===== src/rtl/ne_dec_pkg.sv =====
// Shared definitions for the layered decoder scheduler.
//   state_t       : scheduler FSM encoding (IDLE / RUN / DRAIN)
//   ne_rowdepth() : row groups per layer, ceil(Z/P)
//   ne_plast()    : active RCUs in the final row group
//   ne_width()    : $clog2 with a floor of 1 bit
package ne_dec_pkg;

   typedef enum logic [1:0] {
      ST_IDLE  = 2'd0,
      ST_RUN   = 2'd1,
      ST_DRAIN = 2'd2
   } state_t;

   function automatic int ne_rowdepth(input int z, input int p);
      return (z + p - 1) / p;
   endfunction

   function automatic int ne_plast(input int z, input int p);
      return z - p * (ne_rowdepth(z, p) - 1);
   endfunction

   function automatic int ne_width(input int n);
      int w;
      w = $clog2(n);
      return (w < 1) ? 1 : w;
   endfunction

endpackage


===== src/rtl/ne_row_mask.sv =====
// P-lane enable mask for one row group.
//   i_rd   : row group is being read this cycle
//   i_last : current row group is the final (partial) one
//   o_mask : per-RCU enable; lanes at or above P_LAST drop out on the last row
module ne_row_mask #(
   parameter int P      = 26,
   parameter int P_LAST = 17
) (
   input  logic         i_rd,
   input  logic         i_last,
   output logic [P-1:0] o_mask
);

   genvar k;
   generate
      for (k = 0; k < P; k++) begin : g_lane
         if (k < P_LAST) begin : g_full
            assign o_mask[k] = i_rd;
         end else begin : g_tail
            assign o_mask[k] = i_rd & ~i_last;
         end
      end
   endgenerate

endmodule


===== src/rtl/ne_layer_sched.sv =====
// Layer/iteration scheduler for a layered QC decoder.
// Walks ROWDEPTH row groups per layer (RUN), waits PIPESTAGES cycles for the
// RCU pipeline and write-back to empty (DRAIN), then moves to the next layer
// or iteration. Completes on syn_ok at the end of an iteration or when the
// latched iteration limit is reached.
//   clk, rst       : clock, synchronous active-low reset
//   loaden         : input buffer being reloaded, aborts any decode
//   start, max_itr : begin decode, iteration limit (0 treated as 1)
//   syn_ok         : parity satisfied, looked at on the last DRAIN cycle
//   SISOready      : result available (itr_done / early_term valid)
//   busy           : RUN or DRAIN
//   firstprocessing_indicate, LYRindex, rowaddress : position in the decode
//   rd_L, rd_E, rcu_en : memory read strobes and RCU enables
module ne_layer_sched
   import ne_dec_pkg::*;
#(
   parameter int  Z           = 511,
   parameter int  P           = 26,
   parameter int  LAYERS      = 2,
   parameter int  PIPESTAGES  = 13,
   parameter int  MAXITRS_CAP = 15,
   localparam int ROWDEPTH    = ne_rowdepth(Z, P),
   localparam int P_LAST      = ne_plast(Z, P),
   localparam int ROWW        = ne_width(ROWDEPTH),
   localparam int LYRW        = ne_width(LAYERS),
   localparam int PIPEW       = ne_width(PIPESTAGES),
   localparam int ITRW        = ne_width(MAXITRS_CAP + 1)
) (
   input  logic            clk,
   input  logic            rst,
   input  logic            loaden,
   input  logic            start,
   input  logic [ITRW-1:0] max_itr,
   input  logic            syn_ok,
   output logic            SISOready,
   output logic            busy,
   output logic            firstprocessing_indicate,
   output logic [LYRW-1:0] LYRindex,
   output logic [ROWW-1:0] rowaddress,
   output logic            rd_L,
   output logic [P-1:0]    rd_E,
   output logic [P-1:0]    rcu_en,
   output logic [ITRW-1:0] itr_done,
   output logic            early_term
);

   state_t          r_state;
   logic [ROWW-1:0]  r_count;
   logic [PIPEW-1:0] r_pipecount;
   logic [LYRW-1:0]  r_lyr;
   logic [ITRW-1:0]  r_itr;
   logic [ITRW-1:0]  r_lim;
   logic             r_rd;
   logic             r_siso;
   logic             r_early;
   logic [ITRW-1:0]  r_itr_done;

   logic [ITRW-1:0]  w_lim;
   logic [ITRW-1:0]  w_itr_inc;
   logic             w_last_row;
   logic             w_last_pipe;
   logic             w_last_lyr;
   logic             w_rde_rd;

   // Limit of 0 still runs one iteration; clamp to the supported maximum.
   always_comb begin
      w_lim = (max_itr == '0) ? ITRW'(1) : max_itr;
      if (w_lim > ITRW'(MAXITRS_CAP))
         w_lim = ITRW'(MAXITRS_CAP);
   end

   // itr < lim <= MAXITRS_CAP, so the increment never wraps.
   assign w_itr_inc   = r_itr + ITRW'(1);
   assign w_last_row  = (r_count == ROWW'(ROWDEPTH - 1));
   assign w_last_pipe = (r_pipecount == PIPEW'(PIPESTAGES - 1));
   assign w_last_lyr  = (r_lyr == LYRW'(LAYERS - 1));
   // E-memory holds nothing useful until the first iteration has written it.
   assign w_rde_rd    = r_rd & (r_itr != '0);

   always_ff @(posedge clk) begin
      if (!rst) begin
         r_state     <= ST_IDLE;
         r_count     <= '0;
         r_pipecount <= '0;
         r_lyr       <= '0;
         r_itr       <= '0;
         r_lim       <= '0;
         r_rd        <= 1'b0;
         r_siso      <= 1'b0;
         r_early     <= 1'b0;
         r_itr_done  <= '0;
      end else if (loaden) begin
         // New codeword arriving: drop everything, start is ignored.
         r_state     <= ST_IDLE;
         r_count     <= '0;
         r_pipecount <= '0;
         r_lyr       <= '0;
         r_itr       <= '0;
         r_rd        <= 1'b0;
         r_siso      <= 1'b0;
         r_early     <= 1'b0;
      end else begin
         case (r_state)
            ST_IDLE: begin
               if (start) begin
                  r_state     <= ST_RUN;
                  r_count     <= '0;
                  r_pipecount <= '0;
                  r_lyr       <= '0;
                  r_itr       <= '0;
                  r_lim       <= w_lim;
                  r_rd        <= 1'b1;
                  r_siso      <= 1'b0;
                  r_early     <= 1'b0;
                  r_itr_done  <= '0;
               end
            end
            ST_RUN: begin
               if (w_last_row) begin
                  // Row address stays on the last group through DRAIN.
                  r_state     <= ST_DRAIN;
                  r_rd        <= 1'b0;
                  r_pipecount <= '0;
               end else begin
                  r_count <= r_count + ROWW'(1);
               end
            end
            ST_DRAIN: begin
               if (!w_last_pipe) begin
                  r_pipecount <= r_pipecount + PIPEW'(1);
               end else if (!w_last_lyr) begin
                  r_state <= ST_RUN;
                  r_lyr   <= r_lyr + LYRW'(1);
                  r_count <= '0;
                  r_rd    <= 1'b1;
               end else if (syn_ok) begin
                  r_state    <= ST_IDLE;
                  r_siso     <= 1'b1;
                  r_early    <= (w_itr_inc < r_lim);
                  r_itr_done <= w_itr_inc;
               end else if (w_itr_inc == r_lim) begin
                  r_state    <= ST_IDLE;
                  r_siso     <= 1'b1;
                  r_early    <= 1'b0;
                  r_itr_done <= r_lim;
               end else begin
                  r_state <= ST_RUN;
                  r_itr   <= w_itr_inc;
                  r_lyr   <= '0;
                  r_count <= '0;
                  r_rd    <= 1'b1;
               end
            end
            default: begin
               r_state <= ST_IDLE;
               r_rd    <= 1'b0;
            end
         endcase
      end
   end

   ne_row_mask #(.P(P), .P_LAST(P_LAST)) u_rcu_mask (
      .i_rd   (r_rd),
      .i_last (w_last_row),
      .o_mask (rcu_en)
   );

   ne_row_mask #(.P(P), .P_LAST(P_LAST)) u_rde_mask (
      .i_rd   (w_rde_rd),
      .i_last (w_last_row),
      .o_mask (rd_E)
   );

   assign SISOready                = r_siso;
   assign busy                     = (r_state != ST_IDLE);
   assign firstprocessing_indicate = (r_itr == '0) && (r_lyr == '0);
   assign LYRindex                 = r_lyr;
   assign rowaddress               = r_count;
   assign rd_L                     = r_rd;
   assign itr_done                 = r_itr_done;
   assign early_term               = r_early;

endmodule


===== config.mk =====
export PLATFORM = sky130hd
export DESIGN_NAME = ne_layer_sched
export DESIGN_NICKNAME = d
export VERILOG_FILES = /design/src/rtl/ne_dec_pkg.sv /design/src/rtl/ne_row_mask.sv /design/src/rtl/ne_layer_sched.sv
export SDC_FILE = /design/constraint.sdc
export NUM_CORES = 1
export LEC_CHECK = 0
export CAP_MARGIN = 0
export CORE_AREA = 3 3 94 78
export DETAILED_ROUTE_END_ITERATION = 16
export DIE_AREA = 0 0 97 81
export GPL_ROUTABILITY_DRIVEN = 1
export PLACE_DENSITY = 0.54
export SLEW_MARGIN = 20
export SYNTH_ARGS = -nofsm -noshare
export SYNTH_HDL_FRONTEND = slang
export SYNTH_SLANG_ARGS = --single-unit

===== constraint.sdc =====
create_clock -name clk -period 2.9 [get_ports clk]
set_input_delay 0.58 -clock clk [delete_from_list [all_inputs] [get_ports clk]]
set_output_delay 0.58 -clock clk [all_outputs]
set_load 0.005 [all_outputs]

==> out/summary.txt, run 1 <==
status: completed
maximum resistive drop on vdd: 0.000164 V
CP Data Required Time: 2320 ps
hold path depth: 2
total of max-cap violations: 0
#FFs+latches synth: 27
register area: 541 um2
Finished Layout Cells: 334
via count: 1,582
Post-CTS Setup Bufs: 0
Worst-path clk slew: 100 ps
final WL: 4500 um
initial DRC count: 87
CTS buffer count: 3
first-pass GRT wire length: 7460 um
number of port buffers: 75
hold buffer count at cts: 0
Area Growth Syn to Fin: 26.8%
Crit path largest cell delay: 530 ps
Setup Total Neg Slack: 0 ps
clock skew: 5.01 ps
GPL Wtd Cong: 0.816
Post-synth ARST share: 0
post-synth top area cell: dfxtp_1
Comb pwr share: 0.163
gr ovfl total: 0
vias per cell: 4.74
Leak: 0.000846 uW
Final Slew Violations: 0
Period minus WS final: 2670 ps
final setup vio count: 0
Clk network pwr share: 0.309
worst-path cell with the longest stage delay: clkdlybuf4s50_1
Switch Pwr: 180 uW
Root Buffer: clkbuf_8
Rows: 26
Fmax: 375 MHz
hold endpoint: itr_done[1]
P_int: 537 uW
syn avg cell area: 8.56 um2
Clock Tree Buf Depth: 2
actual slew at the worst max-slew pin: 577 ps
Inst Count DP: 330
Remaining DRCs: 0
Die W: 97 um
Netlist cell types: 50
ANT cells: 0
CP endpoint kind: output port
CORE AREA: 6410 um2
largest net degree at the start of global routing: 20
HP Class: reg -> reg
Final ANT Viol Nets: 0
H-tree depth: 1
r2r setup slk: 680 ps
post-route cell area: 2440 um2
Vert. Die Dim: 81 um
area of the multi-input gates: 937 um2
leading post-synthesis cells by cell area: dfxtp_1 (28%), buf_4 (19%), ha_1 (5.8%)
Detailed Place HPWL: 3490 um
kind of critical path: reg -> out
vias in the first global route: 1,434
worst r2r dst: r_itr[0]
fin crit share: 0.921
Fill cells: 637
Seq/Total Area, Yosys: 0.281
Total Die Area: 7860 um2
area of placed instances: 2400 um2
CTS tree: built
I/O Pins: 76
Slew headroom: 0.614
Worst Min Path Start: itr_done[1]
sw frac: 0.251
count of final hold-check violations: 0
critical path data arrival time: 2090 ps
CP Launch Type: register
most frequent cells after synthesis: buf_4 (50), dfxtp_1 (27), a21oi_1 (14), nand3_1 (12)
Initial DRT Pass Iterations: 4
Yosys warnings: 0
most common cell in the netlist: buf_4
number of antenna violations at the first check in global routing: 0
share of layout cells above drive strength 1: 0.0720
Critical path origin: rowaddress[0]
Yosys top cell area share: 0.281
Critical Path, Cell by Cell: ha_1 -> and4bb_2 -> nor2b_1 -> and2_2 -> clkdlybuf4s50_1
Power Dens Cells: 294 nW/um2
syn_nets: 243
Synth Cell Area: 1930 um2
CP Max Fanout: 9
Clock Latency Late Sink: 280 ps
unrepaired setup endpoints after global routing: false
initial core utilization: 0.301
ys flop type: dfxtp_1
Reg2Reg Depth: 7
WL/cell: 13.5 um
FF-to-FF Start: r_itr[1]
fin nets: 269
EDFF count, synth: 0
part of the power in registers: 0.528
# clock sinks: 27
pre-CTS WS: 405 ps
Gate Count Post-Synth: 225
setup slack after layout: 230 ps
All-Layer GR Usage: 0.116
## layout make-up
cell class | count | area share
well taps | 84 | 0.0430
clock buffers | 4 | 0.0184
inverters | 9 | 0.0138
repair buffers | 79 | 0.320
multi-input cells | 131 | 0.384
flip-flops and latches | 27 | 0.221
## registers in the layout, summed over array words and instances (netlist names)
signal	flops
LYRindex	1
SISOready	1
early_term	1
itr_done	4
r_itr	4
r_lim	4
r_pipecount	4
r_state	2
rd_L	1
rowaddress	5
## critical path, delay by kind of cell (launching register included)
family        cells  cell delay, ps
fa+ha+maj         1             230
buf+inv           1             530
flops             1             370
simple gates      3             670
## cells in the final DEF (no fill, tap or decap), types with 3 or more instances in the layout
cell type and instances:
inv_1 9, nand2b_1 7, clkbuf_8 3, dfxtp_1 27
buf_4 4, o21ai_0 6, o31ai_1 4, nand2_1 11
nor3_1 3, nor2_1 11, a31oi_1 4, nand3_1 12
ha_1 9, mux2i_1 5, nor2b_1 7, clkdlybuf4s50_1 75
a21oi_1 14
## how the worst max path moves through the flow
stage | to | slack, ps | cells past startpoint
final | rd_E[23] | 230 | 5
after global routing | rd_E[6] | 20 | 5
after CTS | rd_E[22] | 80 | 5
after detailed placement | rd_E[22] | 400 | 5
after global placement | rd_E[17] | 490 | 5
after floorplan | rd_E[18] | 600 | 5
## what timing repair did
action,CTS,global route
gates resized for setup,0,1
hold endpoints to repair,0,0
endpoints found under the setup margin,0,9
## metrics by stage
stage | hold WS, ps | power [uW] | util
floorplan | 455 | 463 | -
global placement | 456 | 506 | 0.374
detailed placement | 466 | 506 | 0.374
CTS | 480 | 731 | 0.381
global route | 518 | 757 | 0.381
finish | 475 | 717 | 0.381
## per-layer routing
| layer | global-route usage | vias up | wire, um |
|---|---|---|---|
| li1 | - | 795 | - |
| met1 | 0.172 | 701 | 2280 |
| met2 | 0.160 | 81 | 1740 |
| met3 | 0.0292 | 5 | 420 |
| met4 | 0.0379 | 0 | 57 |
| met5 | 0 | - | 0 |
## kinds of logic after synthesis
| family | Yosys count | share of synthesized area |
|---|---|---|
| DFF | 27 | 0.281 |
| AOI/OAI and AO/OA | 48 | 0.188 |
| adders and majority gates | 9 | 0.0584 |
| and+or+nand+nor | 66 | 0.199 |
| xor gates and xnor gates | 2 | 0.00909 |
| muxes | 6 | 0.0318 |
| buffers and inverters | 67 | 0.234 |
## power groups by stage
stage	logic, uW	clock network, uW	registers (uW)
2_1_floorplan	74.7	0	389
3_3_place_gp	119	0	387
3_5_place_dp	118	0	387
4_1_cts	119	233	379
5_1_grt	128	249	380
6_report	117	221	379
Power figures use the tool's default switching activity.
==> run 2: changes to the inputs <==
--- a/config.mk
+++ b/config.mk
@@ -6,9 +6,9 @@
 export NUM_CORES = 1
 export LEC_CHECK = 0
 export CAP_MARGIN = 0
-export CORE_AREA = 3 3 94 78
+export CORE_AREA = 2 2 93 77
 export DETAILED_ROUTE_END_ITERATION = 16
-export DIE_AREA = 0 0 97 81
+export DIE_AREA = 0 0 95 79
 export GPL_ROUTABILITY_DRIVEN = 1
 export PLACE_DENSITY = 0.54
 export SLEW_MARGIN = 20
==> out/summary.txt, run 2 (synthesized netlist as in run 1, its figures left out) <==
Remaining DRCs: 0
total of max-cap violations: 0
Rows: 27
Worst-path clk slew: 90 ps
Period minus WS final: 2680 ps
ANT cells: 0
vias in the first global route: 1,413
Detailed Place HPWL: 3350 um
sw frac: 0.249
# clock sinks: 27
CP Max Fanout: 17
FF-to-FF Start: r_itr[0]
Crit path largest cell delay: 600 ps
status: completed
CTS tree: built
WHS: 467 ps
Root Buffer: clkbuf_8
CP bufs+invs: 2
Final ANT Viol Nets: 0
final WL: 4340 um
H-tree depth: 1
area of placed instances: 2400 um2
Die W: 95 um
Fmax: 373 MHz
worst r2r dst: rowaddress[0]
count of final hold-check violations: 0
gr ovfl total: 0
r2r setup slk: 670 ps
vias per cell: 4.78
Setup Total Neg Slack: 0 ps
Final Slew Violations: 0
hold path depth: 2
number of antenna violations at the first check in global routing: 0
Crit. path cell count: 5
GPL Wtd Cong: 0.739
Crit path max-delay family: buffers and inverters
kind of critical path: reg -> out
maximum resistive drop on vdd: 0.000158 V
Critical Path, Cell by Cell: inv_1 -> ha_1 -> nand2_1 -> and2_1 -> clkdlybuf4s50_1
fin nets: 269
actual slew at the worst max-slew pin: 577 ps
CORE AREA: 6660 um2
initial DRC count: 66
Fill cells: 697
commonest cells after routing, fill and taps aside: clkdlybuf4s50_1 (75), dfxtp_1 (27), a21oi_1 (14)
share of layout cells above drive strength 1: 0.0720
P_int: 537 uW
I/O Pins: 76
cts repair resizes: 0
clock skew: 8.81 ps
Total Die Area: 7510 um2
Initial DRT Pass Iterations: 4
worst-path cell with the longest stage delay: clkdlybuf4s50_1
via count: 1,610
Critical path origin: r_itr[0]
largest net degree at the start of global routing: 20
critical path data arrival time: 2100 ps
hold buffer count at cts: 0
HP Class: reg -> reg
Vert. Die Dim: 79 um
WL/cell: 12.9 um
CTS buffer count: 3
Switch Pwr: 179 uW
Clk network pwr share: 0.308
initial core utilization: 0.290
commonest non-fill, non-tap cell in the layout: clkdlybuf4s50_1
Reg2Reg Depth: 7
crit path to: rd_E[1]
Power Dens Cells: 293 nW/um2
area of the multi-input gates: 937 um2
Slew headroom: 0.611
unrepaired setup endpoints after global routing: false
Comb pwr share: 0.164
register area: 541 um2
number of port buffers: 75
CP endpoint kind: output port
max FFs per register: 5
Leak: 0.000846 uW
Area Growth Syn to Fin: 26.9%
fin crit share: 0.924
post-route cell area: 2450 um2
Clock Tree Buf Depth: 2
Clock Latency Late Sink: 280 ps
CP Data Required Time: 2320 ps
final setup vio count: 0
first-pass GRT wire length: 7160 um
CP Launch Type: register
All-Layer GR Usage: 0.119
part of the power in registers: 0.529
Post-CTS Setup Bufs: 0
## run 2: cell counts in the layout (fill, tap and decap cells not counted)
No cell type changed its count.
## run 2: worst min path at each step
stage	start	slack, ps	end
after floorplan	early_term	450	early_term
after global placement	early_term	450	early_term
after detailed placement	itr_done[0]	460	itr_done[0]
after CTS	itr_done[0]	470	itr_done[0]
after global routing	itr_done[3]	500	itr_done[3]
final	itr_done[0]	470	itr_done[0]
## run 2: routing by layer
metal  GRT usage  vias up  wire length (um)  share of wire
li1            -      800                 -              -
met1       0.172      726              2150           0.50
met2       0.182       79              1750           0.40
met3      0.0161        5               379          0.087
met4      0.0435        0                63          0.015
met5           0        -                 0              0
## run 2: worst register-to-register path: stages, from the launching register on
cell	delay, ps
dfxtp_1	400
inv_1	100
ha_1	350
ha_1	330
a41o_2	260
a21boi_4	80
or3_4	390
a311oi_2	250
## run 2: metrics by stage
step	cells	worst slack, ps	utilization	power (uW)
after global routing	337	39.5	0.368	751
after floorplan	225	602	-	463
after detailed placement	333	430	0.361	505
after global placement	333	490	0.361	505
after CTS	337	105	0.367	724
final	337	219	0.368	716
## run 2: power by group through the flow
stage / registers [uW] / logic (uW) / clock network, uW
2_1_floorplan: 389 / 74.7 / 0
3_3_place_gp: 387 / 118 / 0
5_1_grt: 379 / 130 / 242
3_5_place_dp: 387 / 118 / 0
4_1_cts: 378 / 118 / 227
6_report: 378 / 117 / 220
## run 2: area by class of cell
class                      instances  area share
inverter                           9      0.0138
tap                               87      0.0445
clock buffer                       4      0.0184
sequential                        27       0.221
multi-input combinational        131       0.383
timing repair buffer              79       0.319
